## src/rtl/port_a_ctrl.sv

```systemverilog
// port_a_ctrl: memory-mapped WIDTH-bit output port with set/clr/tog aliases, blink engine and optional PWM
// Ports: clk_48mhz, reset (sync, active-high); bus_valid/bus_we/bus_addr/bus_wdata request;
//        bus_ready one-cycle ack carrying bus_rdata; port_a registered pin drive.
// Build option: define PORT_A_PWM_EN to add a DUTY register at address 6 that gates port_a with a 4-bit PWM.
module port_a_ctrl #(
    parameter int WIDTH = 8,
    parameter int DIV_W = 24,
    parameter logic [WIDTH-1:0] RST_VAL = 8'h00
) (
    input  logic             clk_48mhz,
    input  logic             reset,
    input  logic             bus_valid,
    input  logic             bus_we,
    input  logic [2:0]       bus_addr,
    input  logic [31:0]      bus_wdata,
    output logic             bus_ready,
    output logic [31:0]      bus_rdata,
    output logic [WIDTH-1:0] port_a
);
    typedef enum logic {IDLE, ACK} state_t;
    state_t state;
    logic [WIDTH-1:0] data, blink_mask, wv, data_nxt, gate;
    logic [DIV_W-1:0] blink_div, div_cnt;
    logic phase, access, wr;
    logic [31:0] rdata_nxt;
    logic unused_wdata;
    assign unused_wdata = ^bus_wdata;
`ifdef PORT_A_PWM_EN
    logic [3:0] duty, pwm_cnt;
    assign gate = {WIDTH{pwm_cnt < duty}};
`else
    assign gate = '1;
`endif
    // A request is only taken in IDLE, so a strobe still high during ACK is not re-executed
    assign access = state == IDLE && bus_valid;
    assign wr = access && bus_we;
    assign wv = bus_wdata[WIDTH-1:0];
    assign data_nxt = !wr ? data :
                      bus_addr == 3'd0 ? wv :
                      bus_addr == 3'd1 ? data | wv :
                      bus_addr == 3'd2 ? data & ~wv :
                      bus_addr == 3'd3 ? data ^ wv : data;
    always_comb begin
        rdata_nxt = '0;
        case (bus_addr)
            3'd0, 3'd1, 3'd2, 3'd3: rdata_nxt[WIDTH-1:0] = data;
            3'd4: rdata_nxt[WIDTH-1:0] = blink_mask;
            3'd5: rdata_nxt[DIV_W-1:0] = blink_div;
`ifdef PORT_A_PWM_EN
            3'd6: rdata_nxt[3:0] = duty;
`endif
            default: rdata_nxt = '0;
        endcase
    end
    always_ff @(posedge clk_48mhz) begin
        if (reset) begin
            state <= IDLE;
            bus_ready <= 1'b0;
            bus_rdata <= '0;
            data <= RST_VAL;
            blink_mask <= '0;
            blink_div <= '0;
            div_cnt <= '0;
            phase <= 1'b0;
            port_a <= RST_VAL;
`ifdef PORT_A_PWM_EN
            duty <= 4'hF;
            pwm_cnt <= '0;
`endif
        end else begin
            state <= access ? ACK : IDLE;
            bus_ready <= access;
            if (access)
                bus_rdata <= rdata_nxt;
            data <= data_nxt;
            if (wr && bus_addr == 3'd4)
                blink_mask <= wv;
            if (wr && bus_addr == 3'd5)
                blink_div <= bus_wdata[DIV_W-1:0];
`ifdef PORT_A_PWM_EN
            if (wr && bus_addr == 3'd6)
                duty <= bus_wdata[3:0];
            pwm_cnt <= pwm_cnt + 4'd1;
`endif
            // A new divider restarts the period; >= keeps the counter from running past a shrunk terminal count
            if ((wr && bus_addr == 3'd5) || blink_div == '0) begin
                div_cnt <= '0;
                phase <= 1'b0;
            end else if (div_cnt >= blink_div) begin
                div_cnt <= '0;
                phase <= ~phase;
            end else begin
                div_cnt <= div_cnt + 1'b1;
            end
            port_a <= (data ^ (blink_mask & {WIDTH{phase}})) & gate;
        end
    end
endmodule

```

## config.mk

```make
export PLATFORM = sky130hd
export DESIGN_NAME = port_a_ctrl
export DESIGN_NICKNAME = d
export VERILOG_FILES = /design/src/rtl/port_a_ctrl.sv
export SDC_FILE = /design/constraint.sdc
export NUM_CORES = 1
export LEC_CHECK = 0
export ABC_CLOCK_PERIOD_IN_PS = 2750
export CAP_MARGIN = 5
export CORE_UTILIZATION = 45
export DETAILED_ROUTE_END_ITERATION = 8
export PLACE_DENSITY = 0.76
export REMOVE_ABC_BUFFERS = 1
export SLEW_MARGIN = 30
export SYNTH_ARGS = -nofsm -noshare
export SYNTH_HDL_FRONTEND = slang
export SYNTH_SLANG_ARGS = --single-unit
```

## constraint.sdc

```tcl
create_clock -name clk_48mhz -period 2.75 [get_ports clk_48mhz]
set_clock_uncertainty 0.05 [all_clocks]
set_input_delay 0.4125 -clock clk_48mhz [delete_from_list [all_inputs] [get_ports clk_48mhz]]
set_output_delay 0.4125 -clock clk_48mhz [all_outputs]
set_load 0.05 [all_outputs]
```

==> impl_metrics.py, run 1 <==
metrics = {
    "status": {
        "result_of_the_run": "completed",
    },
    "global_routing": {
        "number_of_global_route_vias_before_repair": 4274,
        "largest_net_degree_at_the_start_of_global_routing": 74,
        "number_of_antenna_violations_at_the_first_check_in_global_routing": 0,
        "global_route.usage.total": 0.227,
        "grt_pass1_wl_mm": 20.3,
        "grt_overflow": 0,
    },
    "placement": {
        "placedInstanceArea_um2": 5640,
        "port-buffer-count": 63,
        "dp.final_hpwl_mm": 8.82,
        "dpl.cell_count": 764,
        "gpl.final_weighted_congestion": 0.831,
    },
    "clocking": {
        "cts_max_level": 3,
        "cts.reportedPaths.clkPinSlew_ps": 100,
        "cts_setup_buffers": 0,
        "post_cts_hold_buffer_count": 0,
        "tritoncts.num_buffers": 9,
        "cts.sink_count": 98,
        "cts-resized-gates": 0,
        "clock_tree_from_tritoncts": "built",
        "ctsLongestPathBuffers": 2,
        "cts_root_buffer": "sky130_fd_sc_hd__clkbuf_8",
        "clock_latency_ps": 370,
    },
    "logic_synthesis": {
        "postSynthCellCount": 585,
        "synth-seq-area-share": 0.399,
        "synth_area_per_inst_um2": 8.40,
        "synth.lib_cells_used.distinct": 42,
        "synth_area_leader_cell": "sky130_fd_sc_hd__dfxtp_1",
        "synth_top_cells_by_area": "sky130_fd_sc_hd__dfxtp_1 40%, sky130_fd_sc_hd__ha_1 10%, sky130_fd_sc_hd__nor2_1 7.0%",
        "synthesis.area_um2": 4910,
        "postSynth.asyncResetShare": 0,
        "synth_largest_type_area_fraction": 0.399,
        "ys_warn_count": 0,
        "postSynth.topFlopCell": "sky130_fd_sc_hd__dfxtp_1",
        "post_synthesis_register_bit_count": 98,
        "synth_enable_flop_cells": 0,
    },
    "finish": {
        "area_delta_synth_final_pct": 18.8,
        "finalNetCount": 719,
        "diodes": 0,
        "non_filler_cells_final": 780,
        "fraction_of_final_layout_cells_with_drive_strength_greater_than_1": 0.0668,
        "final_cell_area_um2": 5840,
    },
    "setup_path": {
        "setup.worst_path.class": "reg2reg",
        "worst_ep_arrival_time_ps": 2570,
        "critical_path.max_fanout": 23,
        "cp.required_ps": 3000,
        "setup.worst_path.end_class": "register",
        "cp-start-kind": "register",
    },
    "sta": {
        "slew_headroom": 0.510,
        "finalHoldViolCount": 0,
        "fin_setup_tns_ps": 0,
        "timing.final.crit_share": 0.842,
        "final-setup-viol-count": 0,
        "worst_slew_pin_slew_ps": 736,
        "max_frequency_mhz": 432,
        "rsz0062_at_grt": "no",
        "report.final.slew_viol_count": 0,
        "finalCriticalPeriod_ps": 2320,
    },
    "drt": {
        "drt-total-wl_mm": 12.3,
        "first_pass_iters": 5,
        "via_per_inst": 5.45,
        "antenna_violating_nets_post_route": 0,
        "detail_route.wl_per_cell_um": 15.8,
        "drcViolationCount": 0,
        "vias": 4252,
        "detail_route.iter0.violations": 207,
    },
    "worst_hold_path": {
        "worst_hold_path_type": "in2reg",
    },
    "power": {
        "p_leak_nw": 2.21,
        "power_density_nw_per_um2": 473,
        "peakVddDrop_uv": 328,
    },
    "floorplanning": {
        "die_h_um": 106,
        "die_area_um2": 11300,
        "core_area_um2": 10500,
        "core.rowCount": 37,
        "initial_utilization": 0.470,
        "fp.dieW_um": 106,
        "num_io_pins": 80,
    },
    "flow_run": {
        "max-cap-violations": 0,
    },
}
layout make-up:
cell class / instances / area [um^2]
timing repair buffer: 75 / 716
inverter: 42 / 158
tap: 136 / 170
clock inverter: 6 / 65.1
sequential: 98 / 1960
multi-input combinational: 413 / 2630
fill: 974 / 4620
clock buffer: 10 / 138
placed cells by master (no fill, tap or decap), types with 2 or more instances in the layout:
master                            instances
sky130_fd_sc_hd__a2111oi_0                9
sky130_fd_sc_hd__a21o_1                   2
sky130_fd_sc_hd__a21oi_1                 41
sky130_fd_sc_hd__a221oi_1                 8
sky130_fd_sc_hd__a22oi_1                 16
sky130_fd_sc_hd__and3_1                   3
sky130_fd_sc_hd__and4_1                   3
sky130_fd_sc_hd__buf_4                   12
sky130_fd_sc_hd__clkbuf_8                10
sky130_fd_sc_hd__clkdlybuf4s50_1         62
sky130_fd_sc_hd__clkinv_2                 3
sky130_fd_sc_hd__conb_1                   8
sky130_fd_sc_hd__dfxtp_1                 98
sky130_fd_sc_hd__ha_1                    41
sky130_fd_sc_hd__inv_1                   42
sky130_fd_sc_hd__mux2_2                   8
sky130_fd_sc_hd__mux2i_1                  9
sky130_fd_sc_hd__nand2_1                 68
sky130_fd_sc_hd__nand2b_1                 4
sky130_fd_sc_hd__nand3_1                  7
sky130_fd_sc_hd__nand4_1                 12
sky130_fd_sc_hd__nor2_1                  91
sky130_fd_sc_hd__nor2b_1                  2
sky130_fd_sc_hd__nor3_1                  18
sky130_fd_sc_hd__nor4_1                   7
sky130_fd_sc_hd__o21a_1                   4
sky130_fd_sc_hd__o22ai_1                  8
sky130_fd_sc_hd__or4_1                    2
sky130_fd_sc_hd__xnor2_1                 18
sky130_fd_sc_hd__xor2_1                  12
cells in the mapped netlist (3+ instances only):
cell type,count
sky130_fd_sc_hd__ha_1,41
sky130_fd_sc_hd__mux2_2,8
sky130_fd_sc_hd__nand2_1,68
sky130_fd_sc_hd__clkbuf_1,22
sky130_fd_sc_hd__and4_1,3
sky130_fd_sc_hd__dfxtp_1,98
sky130_fd_sc_hd__a21oi_1,41
sky130_fd_sc_hd__a22oi_1,16
sky130_fd_sc_hd__a2111oi_0,9
sky130_fd_sc_hd__xnor2_1,18
sky130_fd_sc_hd__o21a_1,4
sky130_fd_sc_hd__o22ai_1,8
sky130_fd_sc_hd__nand3_1,7
sky130_fd_sc_hd__and3_1,3
sky130_fd_sc_hd__nor2_1,91
sky130_fd_sc_hd__xor2_1,12
sky130_fd_sc_hd__nor4_1,7
sky130_fd_sc_hd__nor3_1,18
sky130_fd_sc_hd__inv_1,42
sky130_fd_sc_hd__buf_4,9
sky130_fd_sc_hd__nand2b_1,4
sky130_fd_sc_hd__mux2i_1,9
sky130_fd_sc_hd__a221oi_1,8
sky130_fd_sc_hd__nand4_1,12
sky130_fd_sc_hd__buf_2,7
power breakdown:
part | total [W] | internal, W | switching [W]
registers | 0.00147 | 0.00144 | 0.0000250
logic | 0.000336 | 0.000129 | 0.000207
clock network | 0.000959 | 0.000449 | 0.000510
registers in the layout, summed over array words and instances (netlist names):
signal	count
data	8
port_a	8
div_cnt	24
bus_rdata	24
blink_mask	8
bus_ready	1
blink_div	24
phase	1
worst max-delay path, stage by stage (launching register included):
cell	delay [ps]
sky130_fd_sc_hd__dfxtp_1	440
sky130_fd_sc_hd__inv_1	80
sky130_fd_sc_hd__ha_1	260
sky130_fd_sc_hd__nand2b_1	140
sky130_fd_sc_hd__a2111oi_0	510
sky130_fd_sc_hd__o311a_1	260
sky130_fd_sc_hd__o2111ai_2	130
sky130_fd_sc_hd__buf_4	240
sky130_fd_sc_hd__nor2_1	130
logic make-up (layout without fill, tap and decap cells):
kind of cell	count (synthesis)	in the layout	share of synthesized area
other	1	8	0.000763
XOR/XNOR	30	30	0.0535
flip-flops	98	98	0.399
AO/OA/AOI/OAI	95	95	0.131
multiplexers	17	17	0.0367
buffers and inverters	81	133	0.0705
AND/OR/NAND/NOR	222	222	0.204
adder cells (fa/ha/maj)	41	41	0.104
stage by stage:
step | hold WS (ps) | power [W] | setup WS, ps | util
6_report | 397 | 0.00276 | 433 | 0.558
2_1_floorplan | 399 | 0.00168 | 257 | -
3_3_place_gp | 421 | 0.00183 | 365 | 0.539
5_1_grt | 408 | 0.00287 | 300 | 0.558
4_1_cts | 375 | 0.00278 | 493 | 0.558
3_5_place_dp | 433 | 0.00183 | 309 | 0.539
layer usage:
| layer | wire, um | vias up | track usage |
|---|---|---|---|
| met5 | 0 | - | 0 |
| met4 | 254 | 0 | 0.0900 |
| met3 | 644 | 23 | 0.0472 |
| met2 | 6090 | 144 | 0.380 |
| met1 | 5300 | 1999 | 0.286 |
| li1 | - | 2086 | - |
path summary, 6_finish.rpt:
| path | start | slack (ps) | to | cells after the start |
|---|---|---|---|---|
| max | div_cnt[0] | 430 | div_cnt[17] | 8 |
| min | reset | 400 | phase | 4 |
| max reg2reg | div_cnt[0] | 430 | div_cnt[17] | 8 |
| min reg2reg | blink_div[8] | 450 | blink_div[8] | 2 |
(Power assumes the default switching activity.)
==> inputs of run 2 (changes only) <==
Settings changed: ABC_CLOCK_PERIOD_IN_PS 2750 to 1900, PLACE_DENSITY 0.76 to 0.79.
Clock period 2.75 ns to 1.9 ns, I/O delays scaled along.
==> impl_metrics.py, run 2 (same netlist as run 1, synthesis figures left out) <==
metrics = {
    "finish": {
        "final_core_utilization": 0.623,
        "layout.filler_cells": 895,
        "multi_input_comb_area_um2": 2730,
        "layout_top_registers": "blink_div x24, bus_rdata x24, div_cnt x24",
        "most-common-layout-cells": "91 x sky130_fd_sc_hd__nor2_1, 90 x sky130_fd_sc_hd__dfxtp_1, 77 x sky130_fd_sc_hd__buf_4",
        "finalNetCount": 786,
        "diodes": 0,
        "fraction_of_final_layout_cells_with_drive_strength_greater_than_1": 0.183,
        "most_common_library_cell_in_the_layout_ignoring_fill_and_taps": "sky130_fd_sc_hd__nor2_1",
        "area_delta_synth_final_pct": 32.6,
        "final_cell_area_um2": 6520,
        "non_filler_cells_final": 847,
        "register_area_um2": 1970,
    },
    "drt": {
        "drcViolationCount": 0,
        "via_per_inst": 5.43,
        "detail_route.wl_per_cell_um": 15.8,
        "vias": 4600,
        "detail_route.iter0.violations": 299,
        "first_pass_iters": 6,
        "drt-total-wl_mm": 13.4,
        "antenna_violating_nets_post_route": 0,
    },
    "setup_path": {
        "worst_r2r_startpoint": "div_cnt[0]",
        "r2r-end": "div_cnt[9]",
        "crit_path_cell_trace": "inv_1 -> ha_1 -> nand2b_4 -> a2111oi_4 -> o311a_4 -> o2111ai_2 -> buf_12 -> nor2_1",
        "r2r.worst_path.cells": 8,
        "worst_path_max_delay_cell": "sky130_fd_sc_hd__a2111oi_4",
        "setup.worst_path.class": "reg2reg",
        "crit_path_max_incr_delay_ps": 350,
        "cp-start-kind": "register",
        "cp.required_ps": 2170,
        "r2r_setup_slack_ps": -90,
        "critical_path.max_fanout": 23,
        "worst_ep_arrival_time_ps": 2250,
        "setup.worst_path.end_class": "register",
    },
    "power": {
        "power.share.sequential": 0.519,
        "power.switching_w": 0.00111,
        "p_leak_nw": 2.88,
        "share_comb_of_total_power": 0.137,
        "peakVddDrop_uv": 368,
        "pwr_total_w": 0.00409,
        "power_density_nw_per_um2": 628,
        "switching_share": 0.271,
        "int_pwr_w": 0.00298,
        "power_frac_clock": 0.344,
    },
    "floorplanning": {
        "num_io_pins": 80,
        "die_area_um2": 11300,
        "fp.dieW_um": 106,
        "die_h_um": 106,
        "core.rowCount": 37,
        "core_area_um2": 10500,
        "initial_utilization": 0.470,
    },
    "placement": {
        "gpl.final_weighted_congestion": 0.895,
        "port-buffer-count": 63,
        "dpl.cell_count": 830,
        "dp_slack_ps": -186,
        "placedInstanceArea_um2": 6170,
        "dp.final_hpwl_mm": 9.67,
    },
    "sta": {
        "max_frequency_mhz": 504,
        "final-setup-viol-count": 23,
        "worst_slew_pin_slew_ps": 555,
        "finalHoldViolCount": 0,
        "final.setup.worst_slack_ps": -85.2,
        "report.final.slew_viol_count": 0,
        "finalCriticalPeriod_ps": 1990,
        "slew_headroom": 0.629,
        "timing.final.crit_share": 1.04,
        "rsz0062_at_grt": "yes",
    },
    "global_routing": {
        "grt_pass1_wl_mm": 21.7,
        "global_route.usage.met3": 0.0435,
        "global_route.usage.total": 0.245,
        "number_of_antenna_violations_at_the_first_check_in_global_routing": 0,
        "number_of_global_route_vias_before_repair": 4535,
        "gr-usage-met2": 0.407,
        "global_route_hottest_layer": "met2",
        "grt_overflow": 0,
        "largest_net_degree_at_the_start_of_global_routing": 74,
        "grtUsageMet1": 0.314,
    },
    "status": {
        "failed_checks": "negative setup slack",
        "result_of_the_run": "complete, but fails checks",
    },
    "clocking": {
        "cts.reportedPaths.clkPinSlew_ps": 100,
        "ctsLongestPathBuffers": 2,
        "cts_max_level": 3,
        "clock_tree_from_tritoncts": "built",
        "cts.sink_count": 98,
        "cts_root_buffer": "sky130_fd_sc_hd__clkbuf_8",
        "post_cts_hold_buffer_count": 0,
        "tritoncts.num_buffers": 9,
        "clock_latency_ps": 380,
    },
    "worst_hold_path": {
        "worst_hold_path_type": "in2reg",
        "worst_hold_path.num_cells": 4,
        "hold_path_end": "phase",
        "worstHoldStart": "reset",
    },
    "flow_run": {
        "max-cap-violations": 0,
    },
}
-- run 2: timing repair --
action                     CTS  global route
pin swaps                    2             1
setup buffers                1             0
gates resized for setup     19            22
setup endpoints to repair   29            40
-- run 2: how the worst max path moves through the flow --
stage / startpoint / to / depth (start not counted)
6_report: div_cnt[0] / div_cnt[9] / 8
5_1_grt: div_cnt[0] / div_cnt[15] / 8
4_1_cts: div_cnt[0] / div_cnt[9] / 8
3_5_place_dp: bus_addr[1] / div_cnt[9] / 7
3_3_place_gp: bus_addr[2] / bus_rdata[7] / 6
2_1_floorplan: bus_ready / div_cnt[10] / 5
-- run 2: routing by layer --
| metal | vias up | wire [um] |
|---|---|---|
| li1 | 2226 | - |
| met5 | - | 0 |
| met1 | 2209 | 6010 |
| met2 | 142 | 6410 |
| met4 | 0 | 284 |
| met3 | 23 | 693 |
-- run 2: metrics by stage --
stage          hold slack [ps]  setup TNS (ps)
5_1_grt                    275           -2930
3_3_place_gp               432           -4680
2_1_floorplan              304          -19980
6_report                   280           -1690
3_5_place_dp               442           -7350
4_1_cts                    267            -851
-- run 2: final cells by class --
class,instances,share of cell area
clock buffers,11,0.0217
well taps,136,0.0261
repair buffers,142,0.197
inverters,42,0.0242
clock inverters,5,0.00922
multi-input cells,413,0.419
flip-flops and latches,98,0.303
-- run 2: worst max-delay path: cells and delay by family, from the launching register on --
| family | cells | cell delay [ps] |
|---|---|---|
| flip-flops | 1 | 340 |
| buffers and inverters | 2 | 250 |
| AND/OR/NAND/NOR | 2 | 270 |
| AO/OA/AOI/OAI | 3 | 720 |
| adder cells (fa/ha/maj) | 1 | 290 |
-- run 2: power groups by stage --
stage	Combinational (W)	Clock [W]	Sequential, W
6_report	0.000562	0.00141	0.00212
3_5_place_dp	0.000550	0	0.00217
2_1_floorplan	0.000210	0	0.00223
4_1_cts	0.000555	0.00143	0.00212
5_1_grt	0.000603	0.00151	0.00213
3_3_place_gp	0.000538	0	0.00217
